<file path="src/rtl/shared_reg_arbiter.sv">
// rtl/shared_reg_arbiter.sv - four-requester round-robin arbiter guarding one shared register
// Each write takes IDLE -> GRANT -> ACK; an aborted grant returns straight to IDLE.
module shared_reg_arbiter #(
  parameter int WIDTH = 8
) (
  input  logic             CLK,
  input  logic             reset,
  input  logic [3:0]       req,
  input  logic [WIDTH-1:0] d0,
  input  logic [WIDTH-1:0] d1,
  input  logic [WIDTH-1:0] d2,
  input  logic [WIDTH-1:0] d3,
  output logic [3:0]       gnt,
  output logic [3:0]       ack,
  output logic             busy,
  output logic [WIDTH-1:0] q,
  output logic [1:0]       last_id,
  output logic [7:0]       wr_count
);

  typedef enum logic [1:0] {
    IDLE  = 2'd0,
    GRANT = 2'd1,
    ACK   = 2'd2
  } state_t;

  state_t           state_q, state_d;
  logic [1:0]       ptr_q, ptr_d;
  logic [1:0]       winner_q, winner_d;
  logic [3:0]       gnt_q, gnt_d;
  logic [3:0]       ack_q, ack_d;
  logic [WIDTH-1:0] q_q, q_d;
  logic [1:0]       last_id_q, last_id_d;
  logic [7:0]       wr_count_q, wr_count_d;

  logic             pick_valid;
  logic [1:0]       pick_id;
  logic [WIDTH-1:0] win_data;

  // Scan from the highest offset down so the offset closest to ptr wins.
  always_comb begin
    pick_valid = 1'b0;
    pick_id    = 2'd0;
    for (int k = 3; k >= 0; k--) begin
      if (req[ptr_q + 2'(k)]) begin
        pick_valid = 1'b1;
        pick_id    = ptr_q + 2'(k);
      end
    end
  end

  always_comb begin
    win_data = d0;
    case (winner_q)
      2'd0:    win_data = d0;
      2'd1:    win_data = d1;
      2'd2:    win_data = d2;
      default: win_data = d3;
    endcase
  end

  always_comb begin
    state_d    = state_q;
    ptr_d      = ptr_q;
    winner_d   = winner_q;
    gnt_d      = 4'b0000;
    ack_d      = 4'b0000;
    q_d        = q_q;
    last_id_d  = last_id_q;
    wr_count_d = wr_count_q;
    case (state_q)
      IDLE: begin
        if (pick_valid) begin
          winner_d = pick_id;
          gnt_d    = 4'b0001 << pick_id;
          state_d  = GRANT;
        end
      end
      GRANT: begin
        if (req[winner_q]) begin
          q_d        = win_data;
          last_id_d  = winner_q;
          wr_count_d = wr_count_q + 8'd1;
          ack_d      = 4'b0001 << winner_q;
          state_d    = ACK;
        end else begin
          state_d = IDLE;
        end
      end
      ACK: begin
        ptr_d   = winner_q + 2'd1;
        state_d = IDLE;
      end
      default: state_d = IDLE;
    endcase
  end

  always_ff @(posedge CLK or posedge reset) begin
    if (reset) begin
      state_q    <= IDLE;
      ptr_q      <= 2'd0;
      winner_q   <= 2'd0;
      gnt_q      <= 4'b0000;
      ack_q      <= 4'b0000;
      q_q        <= '0;
      last_id_q  <= 2'd0;
      wr_count_q <= 8'd0;
    end else begin
      state_q    <= state_d;
      ptr_q      <= ptr_d;
      winner_q   <= winner_d;
      gnt_q      <= gnt_d;
      ack_q      <= ack_d;
      q_q        <= q_d;
      last_id_q  <= last_id_d;
      wr_count_q <= wr_count_d;
    end
  end

  assign gnt      = gnt_q;
  assign ack      = ack_q;
  assign busy     = (state_q != IDLE);
  assign q        = q_q;
  assign last_id  = last_id_q;
  assign wr_count = wr_count_q;

endmodule
</file>
<file path="config.mk">
export PLATFORM = sky130hd
export DESIGN_NAME = shared_reg_arbiter
export DESIGN_NICKNAME = d
export VERILOG_FILES = /design/src/rtl/shared_reg_arbiter.sv
export SDC_FILE = /design/constraint.sdc
export NUM_CORES = 1
export LEC_CHECK = 0
export BUFFER_PORTS_ARGS = -buffer_cell sky130_fd_sc_hd__clkbuf_2
export CAP_MARGIN = 20
export CORE_UTILIZATION = 42
export DETAILED_ROUTE_END_ITERATION = 8
export PLACE_DENSITY = 0.74
export REMOVE_ABC_BUFFERS = 1
export SETUP_SLACK_MARGIN = 0.15
export SYNTH_ARGS = -nofsm -noshare
export SYNTH_HDL_FRONTEND = slang
export SYNTH_SLANG_ARGS = --single-unit
</file>
<file path="constraint.sdc">
create_clock -name CLK -period 1.55 [get_ports CLK]
set_input_delay 0.31 -clock CLK [delete_from_list [all_inputs] [get_ports CLK]]
set_output_delay 0.31 -clock CLK [all_outputs]
set_load 0.005 [all_outputs]
</file>
Word level (Yosys, flattened, before mapping)
Cells that the tools add are included.

Register bits after elaboration: 32. Input bits: 38.

Multiplexer cells: 26. Add/sub/neg operators: 5. Reduce and logical (&&, ||, !) cells: 5. Equality and inequality tests: 5. $lt $le $gt $ge: 5. Shift-type cells: 2.

Operators with widths (count): 8-bit case mux with 3 select lines (1); 4-bit two-way mux (4); 2-bit by 3-bit less-than comparator with 1-bit output, second input constant (5); 2-bit two-way mux (6); 1-bit binary-select mux with 2-bit select (5); 1-bit two-way mux (9); 8-bit by 1-bit adder with 8-bit output, second input constant (1); 1-bit by 2-bit left shift with 4-bit output, first input constant (2); 2-bit by 1-bit adder with 2-bit output, second input constant (2); 2-bit adder, second input constant (2); 2-bit by 1-bit equality test with 1-bit output, second input constant (2); 2-bit equality test, second input constant (2); 2-bit logical NOT (2); 2-bit case mux with 2 select lines (1); 2-bit AND reduction (2); 2-bit inequality test, second input constant (1); 2-bit nonzero test (1).

Depth between registers and ports, before layout
Gate-level depths: netlist of run 1.

Word-level depth: 10. Mapped depth: 7.

Worst setup path after synthesis of run 1
No wires, ideal clock.

Path type: reg-to-reg. From: register winner_q[1]. To: register last_id_q[0] (netlist: last_id[0]). Library setup time: 0.125 ns. Path slack: 0.019 ns. Cell stages (with the launch flop): 5. Data arrival time: 1.407 ns. Cells stage by stage: dfrtp_1 or3b_1 o22ai_2 buf_4 mux2_2.

Longest elaborated chain between the ends: 3.

Ends and longest elaborated chain: start: declaration (RTL line 29) `logic [1:0] winner_q, winner_d;`; start signal: assignment (RTL line 111) `winner_q <= winner_d;`; 1-bit binary-select mux with 2-bit select (RTL line 80) `if (req[winner_q]) begin`; 1-bit two-way mux (not written as such) (RTL line 80); 2-bit AND reduction (no source line); end signal: assignment (RTL line 115) `last_id_q <= last_id_d;`; end: declaration (RTL line 33) `logic [1:0] last_id_q, last_id_d;`.

Every way passes these cells. The select of a mux whose other input is x is not followed. A chain may end at the register's enable or synchronous reset.

Final worst setup path of run 1
From: register state_q[0]. To: output busy.

Longest elaborated chain between the ends: 1.

Ends and longest elaborated chain: start: declaration (RTL line 27) `state_t state_q, state_d;`; start signal: assignment (RTL line 109) `state_q <= state_d;`; 2-bit nonzero test (RTL line 122) `assign busy = (state_q != IDLE);`; end: declaration (RTL line 15) `output logic busy,`.

Every way passes these cells.

==> flow_metrics.env, run 1 <==
export IMPL_outcome="complete, but fails checks"
export IMPL_violations="negative setup slack"
export IMPL_ant_nets=0
export IMPL_power_density_nw_per_um2=1930
export IMPL_final_cells=281
export IMPL_numCtsBuffers=5
export IMPL_die_area_um2=3900
export IMPL_synthXorXnorAreaFrac_pct=3.99
export IMPL_tightest_slew_ns=0.382
export IMPL_muxShareOfSynthArea_pct=4.23
export IMPL_clock_latency_ns=0.33
export IMPL_timing_worst_setup_path_type="reg2out"
export IMPL_async_reset_ff_share_pct=100
export IMPL_die_y_um=62.5
export IMPL_start_util_pct=45.0
export IMPL_final_hold_viol_count=0
export IMPL_period_minus_slack_ns=1.59
export IMPL_synth_top_family_by_area="compound AO/OA/AOI/OAI gates"
export IMPL_cts_sinks=32
export IMPL_fmax_mhz=628
export IMPL_end_kind="output port"
export IMPL_core_area_um2=3420
export IMPL_htreeDepth=2
export IMPL_synthAdderAreaFrac_pct=4.07
export IMPL_synthSimpleGateAreaFrac_pct=15.5
export IMPL_clockBufferDepth=2
export IMPL_path_max_fanout=2
export IMPL_cap_violations=0
export IMPL_drt_total_wl_um=3580
export IMPL_fillCellCount=292
export IMPL_cts_root_buffer="clkbuf_4"
export IMPL_cp_required_ns=1.24
export IMPL_drt_initial_drc_count=94
export IMPL_slew_headroom_pct=74.5
export IMPL_switchingPower_mw=1.57
export IMPL_whs_ns=0.0260
export IMPL_grt_max_degree=33
export IMPL_maxSlewViolCount=0
export IMPL_hold_class="in2async"
export IMPL_syn_to_final_growth_pct=41.0
export IMPL_grt_usage_pct=18.8
export IMPL_clk_pin_slew_ns=0.09
export IMPL_synth_cell_type_count=32
export IMPL_rsz0062_at_grt="true"
export IMPL_nets=277
export IMPL_route_vias_total=1388
export IMPL_vdd_drop_max_mv=1.01
export IMPL_overflow=0
export IMPL_switching_share_pct=37.7
export IMPL_seq_power_share_pct=34.6
export IMPL_netlist_instances=152
export IMPL_fin_worst_skew_ns=0.00788
export IMPL_drcViolationCount=0
export IMPL_comb_power_share_pct=53.6
export IMPL_drive_gt1_share_pct=43.8
export IMPL_final_core_util_pct=63.4
export IMPL_diodes=0
export IMPL_synth_area_um2=1540
export IMPL_synth_compound_area_share_pct=16.3
export IMPL_drt_vias_per_instance=4.94
export IMPL_grt_pass1_wl_um=5860
export IMPL_synth_edf_count=0
export IMPL_p_clk_share_pct=11.8
export IMPL_setup_viol=3
export IMPL_routabilityCongestion=0.848
export IMPL_wl_per_cell_um=12.7
export IMPL_synth_seq_cells=32
export IMPL_port_buffers=64
export IMPL_yosysWarningCount=0
export IMPL_cts_tree="yes"
export IMPL_place_hpwl_um=2590
export IMPL_cts_hold_buf=0
export IMPL_avgSynthCellArea_um2=10.1
export IMPL_drt_pass1_iter_count=4
export IMPL_cellInternalPower_mw=2.60
export IMPL_grt_pass1_vias=1353
export IMPL_pin_count=65
export IMPL_p_leak_nw=1.10
export IMPL_yosys_most_used_dff="dfrtp_1"
export IMPL_arrival_ns=1.28
export IMPL_yosysSeqAreaShare_pct=52.1
export IMPL_antenna_found_initial=0
export IMPL_dp_cells=267
export IMPL_worst_slack_ns=-0.0428
export IMPL_die_x_um=62.5
export IMPL_worstSetupStartpointType="flip-flop"
export IMPL_fin_crit_sh_pct=103
export IMPL_rows=21
[power groups by stage]
| stage | registers, mW | clock network, mW | logic, mW |
|---|---|---|---|
| 5_1_grt | 1.49 | 0.553 | 2.48 |
| 4_1_cts | 1.44 | 0.507 | 2.14 |
| 6_report | 1.44 | 0.491 | 2.24 |
| 2_1_floorplan | 1.44 | 0 | 1.04 |
| 3_5_place_dp | 1.45 | 0 | 1.92 |
| 3_3_place_gp | 1.43 | 0 | 1.89 |
[Yosys cell counts (2+ instances only)]
library cell / count / share of area (%)
dfrtp_1: 32 / 52
a21oi_1: 19 / 6.2
o21ai_0: 11 / 3.6
nand2_1: 10 / 2.4
nor2_1: 10 / 2.4
a22oi_1: 8 / 3.9
inv_1: 7 / 1.7
xnor2_1: 6 / 3.4
and2_1: 5 / 2.0
ha_1: 5 / 4.1
clkbuf_1: 4 / 0.98
mux2_2: 4 / 2.9
and3_1: 3 / 1.2
nand2b_1: 3 / 1.2
nand3_1: 3 / 0.98
buf_2: 2 / 0.65
mux2i_1: 2 / 1.3
nand4_1: 2 / 0.81
nor3_1: 2 / 0.65
o22ai_1: 2 / 0.81
[per-layer routing]
metal / routed length [µm] / global-route usage [%] / vias up
met5: 0 / 0 / -
met4: 34 / 5.23 / 0
met3: 151 / 6.39 / 4
met2: 1840 / 31.1 / 29
met1: 1550 / 23.3 / 661
li1: - / - / 694
[critical path, cell delays in order (launching register included)]
cell and delay, ns:
dfrtp_1 0.39, buf_6 0.12, or2_4 0.25, buf_6 0.11, clkbuf_2 0.10
[state kept, by name (all words and copies together), names as in the netlist]
name / count
state_q: 2
last_id: 2
wr_count: 8
ack: 4
q: 8
winner_q: 2
gnt: 4
ptr_q: 2
[cell families (layout without fill, tap and decap cells)]
| kind of cell | count (synthesis) | count (layout) |
|---|---|---|
| AND/OR/NAND/NOR | 45 | 45 |
| AO/OA/AOI/OAI | 43 | 43 |
| flip-flops | 32 | 32 |
| buffers and inverters | 14 | 97 |
| XOR/XNOR | 7 | 7 |
| multiplexers | 6 | 6 |
| adder cells (fa/ha/maj) | 5 | 5 |
[stage by stage]
step | total power [mW] | setup TNS (ns) | worst slack, ns | area (µm²)
floorplan | 2.49 | -4.73 | -0.393 | 1500
global placement | 3.31 | 0 | 0.0209 | 1980
detailed placement | 3.37 | -0.0621 | -0.0317 | 1980
CTS | 4.09 | -0.0646 | -0.0585 | 2120
global route | 4.52 | -0.205 | -0.0949 | 2170
finish | 4.17 | -0.0607 | -0.0428 | 2170
[placed cells by master (no fill, tap or decap), types with 2 or more instances in the layout]
| master | Yosys | final |
|---|---|---|
| o22ai_1 | 2 | 2 |
| and2_1 | 5 | 5 |
| a21oi_1 | 19 | 19 |
| clkbuf_2 | 0 | 64 |
| dfrtp_1 | 32 | 31 |
| nand2_1 | 10 | 10 |
| mux2_2 | 4 | 4 |
| inv_1 | 7 | 7 |
| nand2b_1 | 3 | 3 |
| a22oi_1 | 8 | 7 |
| clkbuf_4 | 0 | 5 |
| buf_4 | 1 | 12 |
| and3_1 | 3 | 3 |
| nor3_1 | 2 | 2 |
| xnor2_1 | 6 | 6 |
| nand4_1 | 2 | 2 |
| nand3_1 | 3 | 3 |
| buf_6 | 0 | 5 |
| clkbuf_1 | 4 | 2 |
| o21ai_0 | 11 | 11 |
| ha_2 | 0 | 3 |
| nor2_1 | 10 | 10 |
[path summary, 6_finish.rpt]
| check | from | end | slack [ns] | depth (start not counted) |
|---|---|---|---|---|
| setup / recovery | state_q[0]$_DFFE_PP0P_ | busy | -0.04 | 4 |
| hold / removal | reset | last_id[1]$_DFFE_PP0P_ | 0.03 | 3 |
| setup reg to reg | winner_q[1]$_DFFE_PP0P_ | last_id[0]$_DFFE_PP0P_ | -0.01 | 4 |
| hold reg to reg | wr_count[7]$_DFFE_PP0P_ | wr_count[7]$_DFFE_PP0P_ | 0.49 | 1 |
| max in group asynchronous | reset | winner_q[0]$_DFFE_PP0P_ | 1.22 | 3 |
| min in group CLK | d3[4] | q[4]$_DFFE_PP0P_ | 0.28 | 3 |
[timing repair]
item                                    4_1_cts  5_1_grt
gates cloned                                  0        0
endpoints found under the setup margin       25       27
pin swaps                                     0        2
gates resized for setup                      15        3
buffers inserted                              3        3
[area by class of cell]
class                      count  area (µm²)  share of cell area [%]
clock buffer                   8        58.8                    2.72
inverter                       7        26.3                    1.21
multi-input combinational    106         734                    33.9
sequential                    32         802                    37.0
tap                           46        57.6                    2.66
timing repair buffer          82         487                    22.5
Note: power is estimated with default switching activity, not from simulation.
==> run 2, diff against run 1 <==
==> constraint.sdc (replaced) <==
create_clock -name CLK -period 1.55 [get_ports CLK]
set_input_delay 0 -clock CLK [delete_from_list [all_inputs] [get_ports CLK]]
set_output_delay 0 -clock CLK [all_outputs]
set_load 0.005 [all_outputs]
==> flow_metrics.env, run 2 (synthesized netlist as in run 1, its figures left out) <==
export IMPL_outcome="finished, final reports clean"
export IMPL_p_leak_nw=1.19
export IMPL_comb_power_share_pct=58.8
export IMPL_nets=286
export IMPL_htreeDepth=2
export IMPL_cpPeakStageDelay_ns=0.42
export IMPL_rr_worst_depth=5
export IMPL_die_y_um=62.5
export IMPL_pin_count=65
export IMPL_rows=21
export IMPL_die_x_um=62.5
export IMPL_power_mw=4.87
export IMPL_fin_area_um2=2460
export IMPL_fmax_mhz=656
export IMPL_final_cells=290
export IMPL_syn_to_final_growth_pct=60.0
export IMPL_maxSlewViolCount=0
export IMPL_cts_root_buffer="clkbuf_4"
export IMPL_rsz0062_at_grt="true"
export IMPL_routabilityCongestion=0.848
export IMPL_whs_ns=0.0753
export IMPL_slew_headroom_pct=73.5
export IMPL_cellInternalPower_mw=2.95
export IMPL_path_max_fanout=8
export IMPL_cp_num_buf_inv=1
export IMPL_p_clk_share_pct=10.3
export IMPL_cts_tree="yes"
export IMPL_worstSetupStartpointType="flip-flop"
export IMPL_place_hpwl_um=2590
export IMPL_mostFrequentLayoutCell="clkbuf_2"
export IMPL_port_buffers=64
export IMPL_overflow=0
export IMPL_wl_per_cell_um=15.4
export IMPL_drcViolationCount=0
export IMPL_seq_power_share_pct=30.9
export IMPL_period_minus_slack_ns=1.52
export IMPL_cts_sinks=32
export IMPL_switching_share_pct=39.4
export IMPL_vdd_drop_max_mv=1.04
export IMPL_numCtsBuffers=5
export IMPL_drt_pass1_iter_count=5
export IMPL_ant_nets=0
export IMPL_setup_viol=0
export IMPL_place_area_um2=1980
export IMPL_grt_max_degree=33
export IMPL_final_hold_viol_count=0
export IMPL_slowest_stage="or3b_4"
export IMPL_hold_class="in2reg"
export IMPL_crit_chain="or3b_4 -> o22ai_4 -> buf_8 -> nand4_1 -> xnor2_1"
export IMPL_clk_pin_slew_ns=0.10
export IMPL_dp_cells=267
export IMPL_timing_worst_setup_path_type="reg2reg"
export IMPL_drive_gt1_share_pct=52.0
export IMPL_start_util_pct=45.0
export IMPL_grt_pass1_vias=1478
export IMPL_fin_crit_sh_pct=98.3
export IMPL_arrival_ns=1.75
export IMPL_fin_setup_tns_ns=0
export IMPL_end_kind="flip-flop"
export IMPL_die_area_um2=3900
export IMPL_drt_initial_drc_count=94
export IMPL_crit_cells=5
export IMPL_switchingPower_mw=1.92
export IMPL_grt_pass1_wl_um=6700
export IMPL_antenna_found_initial=0
export IMPL_fin_worst_skew_ns=0.0182
export IMPL_cp_required_ns=1.78
export IMPL_drt_total_wl_um=4470
export IMPL_diodes=0
export IMPL_power_density_nw_per_um2=1980
export IMPL_final_cell_mix="clkbuf_2 (64), dfrtp_1 (31), a21oi_1 (14), nand2_1 (9), dlygate4sd3_1 (9)"
export IMPL_clock_latency_ns=0.34
export IMPL_core_area_um2=3420
export IMPL_clockBufferDepth=2
export IMPL_hold_path_depth=5
export IMPL_cp_top_family="simple AND/OR/NAND/NOR gates"
export IMPL_drt_vias_per_instance=5.31
export IMPL_cap_violations=0
export IMPL_tightest_slew_ns=0.398
export IMPL_route_vias_total=1540
export IMPL_grt_usage_pct=21.8
==> run 2: cell types whose count changed in the layout (fill, tap and decap cells not counted), moves of 4 or more <==
| cell | change |
|---|---|
| buf_4 | -5 |
| dlygate4sd3_1 | +9 |
| a21oi_1 | -5 |
| nor2_2 | +4 |
| nor2_1 | -7 |
| a21oi_2 | +5 |
==> run 2: metal layers <==
layer	track usage, %	up-vias	wire (µm)
li1	-	715	-
met1	25.7	753	1760
met2	36.4	62	2410
met3	6.93	10	209
met4	9.30	0	89
met5	0	-	0
==> run 2: power groups by stage <==
stage	clock (mW)	combinational, mW	sequential, mW
after floorplan	0	1.04	1.44
after global placement	0	1.89	1.43
after detailed placement	0	1.92	1.45
after CTS	0.507	2.40	1.46
after global routing	0.563	3.08	1.54
final	0.504	2.87	1.50
==> run 2: final timing paths <==
check,start,endpoint,slack (ns)
max,winner_q[1]$_DFFE_PP0P_,wr_count[3]$_DFFE_PP0P_,0.03
min,d0[7],q[7]$_DFFE_PP0P_,0.08
max reg2reg,winner_q[1]$_DFFE_PP0P_,wr_count[3]$_DFFE_PP0P_,0.03
min reg2reg,wr_count[7]$_DFFE_PP0P_,wr_count[7]$_DFFE_PP0P_,0.49
max in group asynchronous,reset,winner_q[0]$_DFFE_PP0P_,0.95
min in group asynchronous,reset,ptr_q[1]$_DFFE_PP0N_,0.28
==> run 2: through the flow <==
step	util (%)	setup WS, ns
floorplan	-	-0.393
global placement	58.1	0.0209
detailed placement	58.1	-0.0317
CTS	67.3	0.0374
global route	72.0	-0.0192
finish	72.0	0.0256
==> run 2: worst reg2reg max path, delay by kind of cell, from the launching register on <==
family          cells  cell delay (ns)
compound gates      1             0.17
xor+xnor            1             0.15
buf+inv             1             0.18
flops               1             0.39
simple gates        2             0.54
==> run 2: layout make-up <==
cell class / count / area (µm²)
Clock buffer: 8 / 58.8
Fill cell: 238 / 957
Inverter: 7 / 26.3
Multi-Input combinational cell: 106 / 898
Sequential cell: 32 / 802
Tap cell: 46 / 57.6
Timing Repair Buffer: 91 / 616
==> run 2: timing repair <==
item	CTS	global route
gates resized for setup	32	30
hold endpoints to repair	39	1
pin swaps	6	6
endpoints found under the setup margin	25	25
gates cloned	1	0
hold buffers	8	1
setup buffers	3	2
==> run 3, diff against run 2 <==
Settings changed: REMOVE_ABC_BUFFERS 1 to unset.
==> flow_metrics.env, run 3 (synthesized netlist as in run 1, its figures left out) <==
export IMPL_grt_pass1_vias=1291
export IMPL_drt_pass1_iter_count=4
export IMPL_crit_start="state_q[1]$_DFFE_PP0P_"
export IMPL_cts_tree="yes"
export IMPL_clk_pin_slew_ns=0.10
export IMPL_routabilityCongestion=0.804
export IMPL_grt_pass1_wl_um=5800
export IMPL_path_max_fanout=9
export IMPL_worstSetupStartpointType="flip-flop"
export IMPL_power_density_nw_per_um2=1910
export IMPL_drt_total_wl_um=3830
export IMPL_wl_per_cell_um=13.3
export IMPL_grt_usage_pct=19.3
export IMPL_outcome="finished, final reports clean"
export IMPL_pin_count=65
export IMPL_cp_endpoint="last_id[0]$_DFFE_PP0P_"
export IMPL_htreeDepth=2
export IMPL_fin_area_um2=2330
export IMPL_p_leak_nw=1.15
export IMPL_drcViolationCount=0
export IMPL_fin_worst_skew_ns=0.00511
export IMPL_drt_vias_per_instance=5.01
export IMPL_hold_class="in2reg"
export IMPL_rr_worst_depth=4
export IMPL_cap_violations=0
export IMPL_antenna_found_initial=0
export IMPL_cp_required_ns=1.78
export IMPL_numCtsBuffers=5
export IMPL_slew_headroom_pct=73.5
export IMPL_maxSlewViolCount=0
export IMPL_clock_latency_ns=0.34
export IMPL_cpPeakStageDelay_ns=0.42
export IMPL_nets=284
export IMPL_r2r_end="last_id[0]$_DFFE_PP0P_"
export IMPL_place_area_um2=2000
export IMPL_place_hpwl_um=2580
export IMPL_die_y_um=62.5
export IMPL_rrSetupSlack_ns=0.009
export IMPL_end_kind="flip-flop"
export IMPL_final_cell_mix="clkbuf_2 (64), dfrtp_1 (31), a21oi_1 (17), o21ai_0 (11)"
export IMPL_clockBufferDepth=2
export IMPL_diodes=0
export IMPL_vdd_drop_max_mv=1.11
export IMPL_grt_max_degree=33
export IMPL_met2_usage_pct=30.3
export IMPL_final_cells=288
export IMPL_arrival_ns=1.77
export IMPL_fmax_mhz=649
export IMPL_tightest_slew_ns=0.397
export IMPL_rsz0062_at_grt="true"
export IMPL_route_vias_total=1444
export IMPL_fin_crit_sh_pct=99.4
export IMPL_syn_to_final_growth_pct=52.0
export IMPL_grt_busiest_layer="met2"
export IMPL_mostFrequentLayoutCell="clkbuf_2"
export IMPL_ant_nets=0
export IMPL_use_met1_pct=23.9
export IMPL_timing_worst_setup_path_type="reg2reg"
export IMPL_period_minus_slack_ns=1.54
export IMPL_drive_gt1_share_pct=45.9
export IMPL_cts_sinks=32
export IMPL_syn_num_nets=195
export IMPL_slowest_stage="or3b_4"
export IMPL_die_area_um2=3900
export IMPL_r2r_start="state_q[1]$_DFFE_PP0P_"
export IMPL_cts_root_buffer="clkbuf_4"
export IMPL_final_hold_viol_count=0
export IMPL_die_x_um=62.5
export IMPL_overflow=0
export IMPL_dp_cells=264
export IMPL_rows=21
export IMPL_drt_initial_drc_count=66
export IMPL_start_util_pct=45.0
export IMPL_grtUsageMet3_pct=4.56
export IMPL_crit_chain="or3b_4 -> o22ai_4 -> buf_12 -> mux2_4"
export IMPL_core_area_um2=3420
export IMPL_port_buffers=64
export IMPL_setup_viol=0
[run 3: area by class of cell]
cell class                 count  area [µm²]
fill                         271        1080
tap                           46        57.6
timing repair buffer          89         571
clock inverter                 2        10.0
sequential                    32         802
inverter                       7        26.3
multi-input combinational    106         817
clock buffer                   6        51.3
[run 3: report_power, final]
| part | switching [mW] | internal, mW | total (mW) |
|---|---|---|---|
| Clock | 0.286 | 0.215 | 0.501 |
| Combinational | 1.14 | 1.35 | 2.49 |
| Sequential | 0.283 | 1.18 | 1.46 |
[run 3: worst min-delay path by stage]
| stage | slack [ns] | endpoint | cells past startpoint | from |
|---|---|---|---|---|
| 3_5_place_dp | 0.08 | last_id[1]$_DFFE_PP0P_ | 3 | reset |
| 6_report | 0.07 | q[2]$_DFFE_PP0P_ | 5 | d0[2] |
| 3_3_place_gp | 0.08 | wr_count[4]$_DFFE_PP0P_ | 3 | reset |
| 4_1_cts | 0.05 | q[6]$_DFFE_PP0P_ | 5 | d1[6] |
| 2_1_floorplan | 0.12 | ack[0]$_DFF_PP0_ | 1 | reset |
| 5_1_grt | 0.09 | q[0]$_DFFE_PP0P_ | 5 | d2[0] |
[run 3: per-layer routing]
metal	wire length, µm	share of wire [%]
met1	1670	43
met2	1910	50
met3	131	3.4
met4	127	3.3
met5	0	0
[run 3: worst max-delay path, delay by kind of cell (launching register included)]
family                 cells  cell delay, ns
AO/OA/AOI/OAI              1            0.15
buffers and inverters      1            0.16
flip-flops                 1            0.41
multiplexers               1            0.29
AND/OR/NAND/NOR            1            0.42
[run 3: through the flow]
stage	utilization [%]	power [mW]	setup TNS, ns	setup WS, ns	hold WS, ns
CTS	64.1	4.04	0	0.0382	0.0493
floorplan	-	2.60	0	0.0524	0.116
detailed placement	58.5	3.40	-0.0543	-0.0336	0.0807
finish	68.4	4.45	0	0.00855	0.0663
global route	68.4	4.78	-0.113	-0.0317	0.0862
global placement	58.5	3.37	0	0.0244	0.0833
[run 3: repair_timing]
| action | CTS | global route |
|---|---|---|
| pin swaps | 1 | 1 |
| setup endpoints to repair | 22 | 27 |
| hold endpoints to repair | 40 | 0 |
| buffers inserted | 3 | 4 |
| hold buffers | 9 | 0 |
| gates resized for setup | 7 | 22 |
